$ cat config.mk
export PLATFORM = sky130hd
export DESIGN_NAME = csa_final_adder
export DESIGN_NICKNAME = d
export VERILOG_FILES = /design/src/rtl/csa_final_adder.sv
export SDC_FILE = /design/constraint.sdc
export NUM_CORES = 1
export LEC_CHECK = 0
export CELL_PAD_IN_SITES_DETAIL_PLACEMENT = 1
export CELL_PAD_IN_SITES_GLOBAL_PLACEMENT = 2
export CORE_ASPECT_RATIO = 0.9
export CORE_MARGIN = 2
export CORE_UTILIZATION = 32
export CTS_BUF_LIST = sky130_fd_sc_hd__clkbuf_8 sky130_fd_sc_hd__clkbuf_16
export CTS_CLUSTER_DIAMETER = 40
export DETAILED_ROUTE_END_ITERATION = 8
export PLACE_DENSITY = 0.81
export REMOVE_ABC_BUFFERS = 1
export SLEW_MARGIN = 20
export SYNTH_ARGS = -nofsm -noshare
export SYNTH_HDL_FRONTEND = slang
export SYNTH_SLANG_ARGS = --single-unit
$ cat constraint.sdc
create_clock -name clk -period 4.86 [get_ports clk]
set_clock_uncertainty 0.05 [all_clocks]
set_input_delay 0.729 -clock clk [delete_from_list [all_inputs] [get_ports clk]]
set_output_delay 0.729 -clock clk [all_outputs]
set_load 0.01 [all_outputs]
$ cat src/rtl/csa_final_adder.sv
// csa_final_adder
//   Resolves the redundant (ps, pc) pair from csa_tree into a binary sum,
//   out_sum = ps + 2*pc, adding CHUNK bits per clock so the carry path per
//   cycle is only CHUNK bits long.
// Ports
//   clk       rising-edge clock
//   rst_n     synchronous reset, active-low
//   in_valid  operands on ps/pc are valid
//   in_ready  block accepts operands this cycle (IDLE and not in reset)
//   ps        partial sum, WIDTH bits
//   pc        partial carry, WIDTH bits, weight 2
//   out_valid out_sum holds a completed result
//   out_ready consumer takes the result this cycle
//   out_sum   ps + 2*pc, WIDTH+2 bits
module csa_final_adder #(
  parameter int WIDTH = 8,
  parameter int CHUNK = 2
) (
  input  logic             clk,
  input  logic             rst_n,
  input  logic             in_valid,
  output logic             in_ready,
  input  logic [WIDTH-1:0] ps,
  input  logic [WIDTH-1:0] pc,
  output logic             out_valid,
  input  logic             out_ready,
  output logic [WIDTH+1:0] out_sum
);

  localparam int OUT_W  = WIDTH + 2;
  localparam int STEPS  = (OUT_W + CHUNK - 1) / CHUNK;
  localparam int PAD_W  = STEPS * CHUNK;
  localparam int STEP_W = (STEPS > 1) ? $clog2(STEPS) : 1;
  localparam int unsigned CHUNK_U = CHUNK;

  typedef enum logic [1:0] {IDLE, BUSY, DONE} state_t;

  state_t state, state_next;

  logic [PAD_W-1:0]  a_q, b_q;
  logic [OUT_W-1:0]  sum_q;
  logic [STEP_W-1:0] step;
  logic              carry;

  logic [PAD_W-1:0]  a_ext, b_ext;
  logic [CHUNK-1:0]  a_chunk, b_chunk, chunk_sum;
  logic              chunk_cout;
  logic [OUT_W-1:0]  chunk_placed;
  int unsigned       shift_amt;
  logic              accept, last_step;

  // Operands zero-padded to a whole number of chunks.
  assign a_ext = PAD_W'({2'b00, ps});
  assign b_ext = PAD_W'({1'b0, pc, 1'b0});

  assign in_ready  = (state == IDLE) && rst_n;
  assign out_valid = (state == DONE);
  assign out_sum   = sum_q;

  assign accept    = in_valid && in_ready;
  assign last_step = (step == STEP_W'(STEPS - 1));

  // Chunk select and placement by shifting keeps every index constant-width;
  // sum_q is cleared at acceptance and each chunk is written exactly once,
  // so OR-ing the placed chunk is equivalent to a part-select write. Bits of
  // the top chunk beyond OUT_W are always zero and simply drop off.
  always_comb begin
    shift_amt    = 32'(step) * CHUNK_U;
    a_chunk      = CHUNK'(a_q >> shift_amt);
    b_chunk      = CHUNK'(b_q >> shift_amt);
    {chunk_cout, chunk_sum} = {1'b0, a_chunk} + {1'b0, b_chunk}
                            + {{CHUNK{1'b0}}, carry};
    chunk_placed = OUT_W'({{(PAD_W-CHUNK){1'b0}}, chunk_sum} << shift_amt);
  end

  always_comb begin
    state_next = state;
    case (state)
      IDLE:    if (accept) state_next = BUSY;
      BUSY:    if (last_step) state_next = DONE;
      DONE:    if (out_ready) state_next = IDLE;
      default: state_next = IDLE;
    endcase
  end

  always_ff @(posedge clk) begin
    if (!rst_n) state <= IDLE;
    else        state <= state_next;
  end

  always_ff @(posedge clk) begin
    if (!rst_n) begin
      a_q   <= '0;
      b_q   <= '0;
      sum_q <= '0;
      step  <= '0;
      carry <= 1'b0;
    end else begin
      case (state)
        IDLE: begin
          if (accept) begin
            a_q   <= a_ext;
            b_q   <= b_ext;
            sum_q <= '0;
            step  <= '0;
            carry <= 1'b0;
          end
        end
        BUSY: begin
          sum_q <= sum_q | chunk_placed;
          carry <= chunk_cout;
          step  <= step + 1'b1;
        end
        default: ;
      endcase
    end
  end

endmodule
==> qor.yml <==
run_status:
  status: "finished, final reports clean"
worst_setup_path:
  start_kind: "input pin"
  crit_top_cell: "clkdlybuf4s50_1"
  crit_type: "input pin to output pin"
  crit_required_ps: 4080
  cpPeakStageDelay_ps: 560
  path_cells: "clkdlybuf4s50_1, buf_4, inv_1, nor3_1, clkdlybuf4s50_1"
  cp_max_fo: 19
  critical_path.endpoint_type: "output pin"
  arrival_ps: 2300
  critical_path.slowest_cell: "clkdlybuf4s50_1"
  critPathBufInv: 4
  path_delay_family: "buffers and inverters"
clock_tree:
  postCtsSetupBuffers: 0
  htree_num_levels: 2
  clkSlewWorstSetupHoldPaths_ps: 60
  clk_latency_ps: 280
  cts_buffers: 5
  cts_resized: 0
  cts_tree: "yes"
  cts.sinks: 32
  ctsHoldBuffers: 0
  cts_root_buf: "clkbuf_8"
  clock_path_buffers: 2
die:
  die-area_um2: 5120
  die-height_um: 68.1
  core_um2: 4430
  boundaryPins: 32
  row_count: 23
  fp.dieW_um: 75.2
  start_util_pct: 33.0
global_route:
  grt_pass1_wl_um: 5400
  gr-total-overflow: 0
  grt_pass1_vias: 1214
  antenna_found_initial: 0
  grt_usage_pct: 14.0
  grt_start_max_net_pins: 34
layout:
  drive_above_1_share_pct: 11.1
  areaGrowthSynthToFinish_pct: 26.6
  multi_input_area_um2: 698
  final_cell_count_no_fill: 252
  diodes: 0
  nFillCells: 545
  nNetsFinal: 213
  register_area_um2: 641
routing:
  routed_via_density: 4.68
  wl_per_cell_um: 12.6
  ant_nets: 0
  vias: 1179
  initialDrtViolationCount: 33
  drc: 0
  drt-pass1-iter-count: 4
  finalWirelength_um: 3170
run:
  drv_cap: 0
placement:
  place_ws_ps: 1750
  port_buffers: 31
  gp_congestion: 0.734
  dpl.hpwl_um: 2320
  place_inst: 244
yosys:
  synth-seq-cells: 32
  syn_area_per_cell_um2: 9.08
  synth_area_um2: 1460
  synthCells: 161
  ys_seq_area_share_pct: 43.8
  yosysUniqueCellTypes: 37
  yosysWarnings: 0
sta:
  layout_setup_ws_ps: 1780
  relSlewSlack_pct: 63.0
  finalSetupViolations: 0
  slew_viol_final: 0
  tightest_slew_ps: 555
  finalCriticalPeriod_ps: 3080
  hold_viol: 0
  fin_tns_setup_ps: 0
  rsz0062_at_grt: "no"
  fmax_mhz: 325
  min_period_over_period_pct: 63.4
power_and_ir_drop:
  power.density_nw_per_um2: 300
  cellLeakagePower_uw: 0.000677
  ir_drop_uv: 130
min_path:
  hold_class: "flip-flop to flip-flop"
## routing by layer
metal	GRT usage [%]	vias to the layer above	part of all wire, %
met5	0	-	0
met4	7.46	0	2.7
met3	3.24	8	3.8
met2	22.1	21	46
met1	17.7	551	47
li1	-	599	-
## metrics by stage
stage	utilization, %	power [uW]	hold WS, ps	cell area, um^2
2_1_floorplan	-	324	375	1370
3_3_place_gp	39.7	354	390	1760
3_5_place_dp	39.7	357	396	1760
4_1_cts	41.8	566	405	1850
5_1_grt	41.8	585	420	1850
6_report	41.8	555	398	1850
## sequential cells by signal, indices dropped and copies added (netlist names)
signal,flops
carry,1
b_q,8
out_sum,10
state,2
a_q,8
step,3
## cell usage in the layout (no fill, tap or decap), drive strengths merged
master         netlist  final
xnor2                1      1
ha                   2      2
mux4                 3      3
a22oi                2      2
a21o                 1      1
o22ai                2      2
buf                 10      1
inv                  7      9
nor2                17     17
nand3                1      1
nor3                 1      1
a32oi                1      1
a31oi                3      3
nand2b               2      2
and2b                1      1
mux2                 1      1
dfxtp               32     32
nand4                1      1
a41oi                1      1
nand3b               1      1
o21ai               16     16
clkbuf               1      6
a311oi               1      1
a21oi                6      6
and4bb               2      2
nand2               36     36
nor2b                4      4
clkdlybuf4s50        0     31
nor4b                1      1
mux2i                1      1
fa                   2      2
o21bai               1      1
## worst reg2reg max path: cells and delay by family, from the launching register on
family | cells | cell delay (ps)
and+or+nand+nor | 3 | 660
DFF | 1 | 670
muxes | 1 | 560
AOI/OAI and AO/OA | 1 | 140
adders and majority gates | 2 | 850
buffers and inverters | 1 | 70
## cells by family after synthesis
kind of cell | after synthesis | synth area share, %
buf+inv | 18 | 8.39
xor+xnor | 1 | 0.599
simple gates | 67 | 21.3
fa+ha+maj | 4 | 4.45
mux | 5 | 6.08
compound gates | 34 | 15.3
flops | 32 | 43.8
## where the power goes
part,leakage [uW],switching [uW],internal [uW]
clock,0.0000538,94.0,111
combinational,0.000362,30.4,34.9
sequential,0.000261,10.3,274
## cells in the mapped netlist (all sizes together)
cell type,number,share of area (%)
mux2i,1,0.68
and4bb,2,2.0
nand4,1,0.43
ha,2,1.7
nand3,1,0.34
a31oi,3,1.3
a32oi,1,0.60
and2b,1,0.51
buf,10,6.3
nand2b,2,0.86
a21o,1,0.51
a311oi,1,0.60
o21ai,16,7.3
nand2,36,9.2
dfxtp,32,44
clkbuf,1,0.26
o21bai,1,0.51
nor2b,4,1.7
mux2,1,0.77
nor3,1,0.34
a22oi,2,1.0
fa,2,2.7
nand3b,1,0.51
mux4,3,4.6
nor4b,1,1.0
nor2,17,4.4
o22ai,2,0.86
a21oi,6,2.1
inv,7,1.8
xnor2,1,0.60
a41oi,1,0.60
## cell type report
cell class	count	share of cell area, %
sequential	32	34.6
tap	62	4.19
multi-input combinational	111	37.7
clock buffer	6	4.46
inverter	7	1.42
clock inverter	2	0.406
timing repair buffer	32	17.2
## final timing paths
check        depth (start not counted)  slack [ps]          to  startpoint
min                                  2         400      b_q[1]      b_q[1]
max                                  5        1780    in_ready       rst_n
min reg2reg                          2         400      b_q[1]      b_q[1]
max reg2reg                          8        1810  out_sum[7]     step[1]
(Power assumes the default switching activity.)
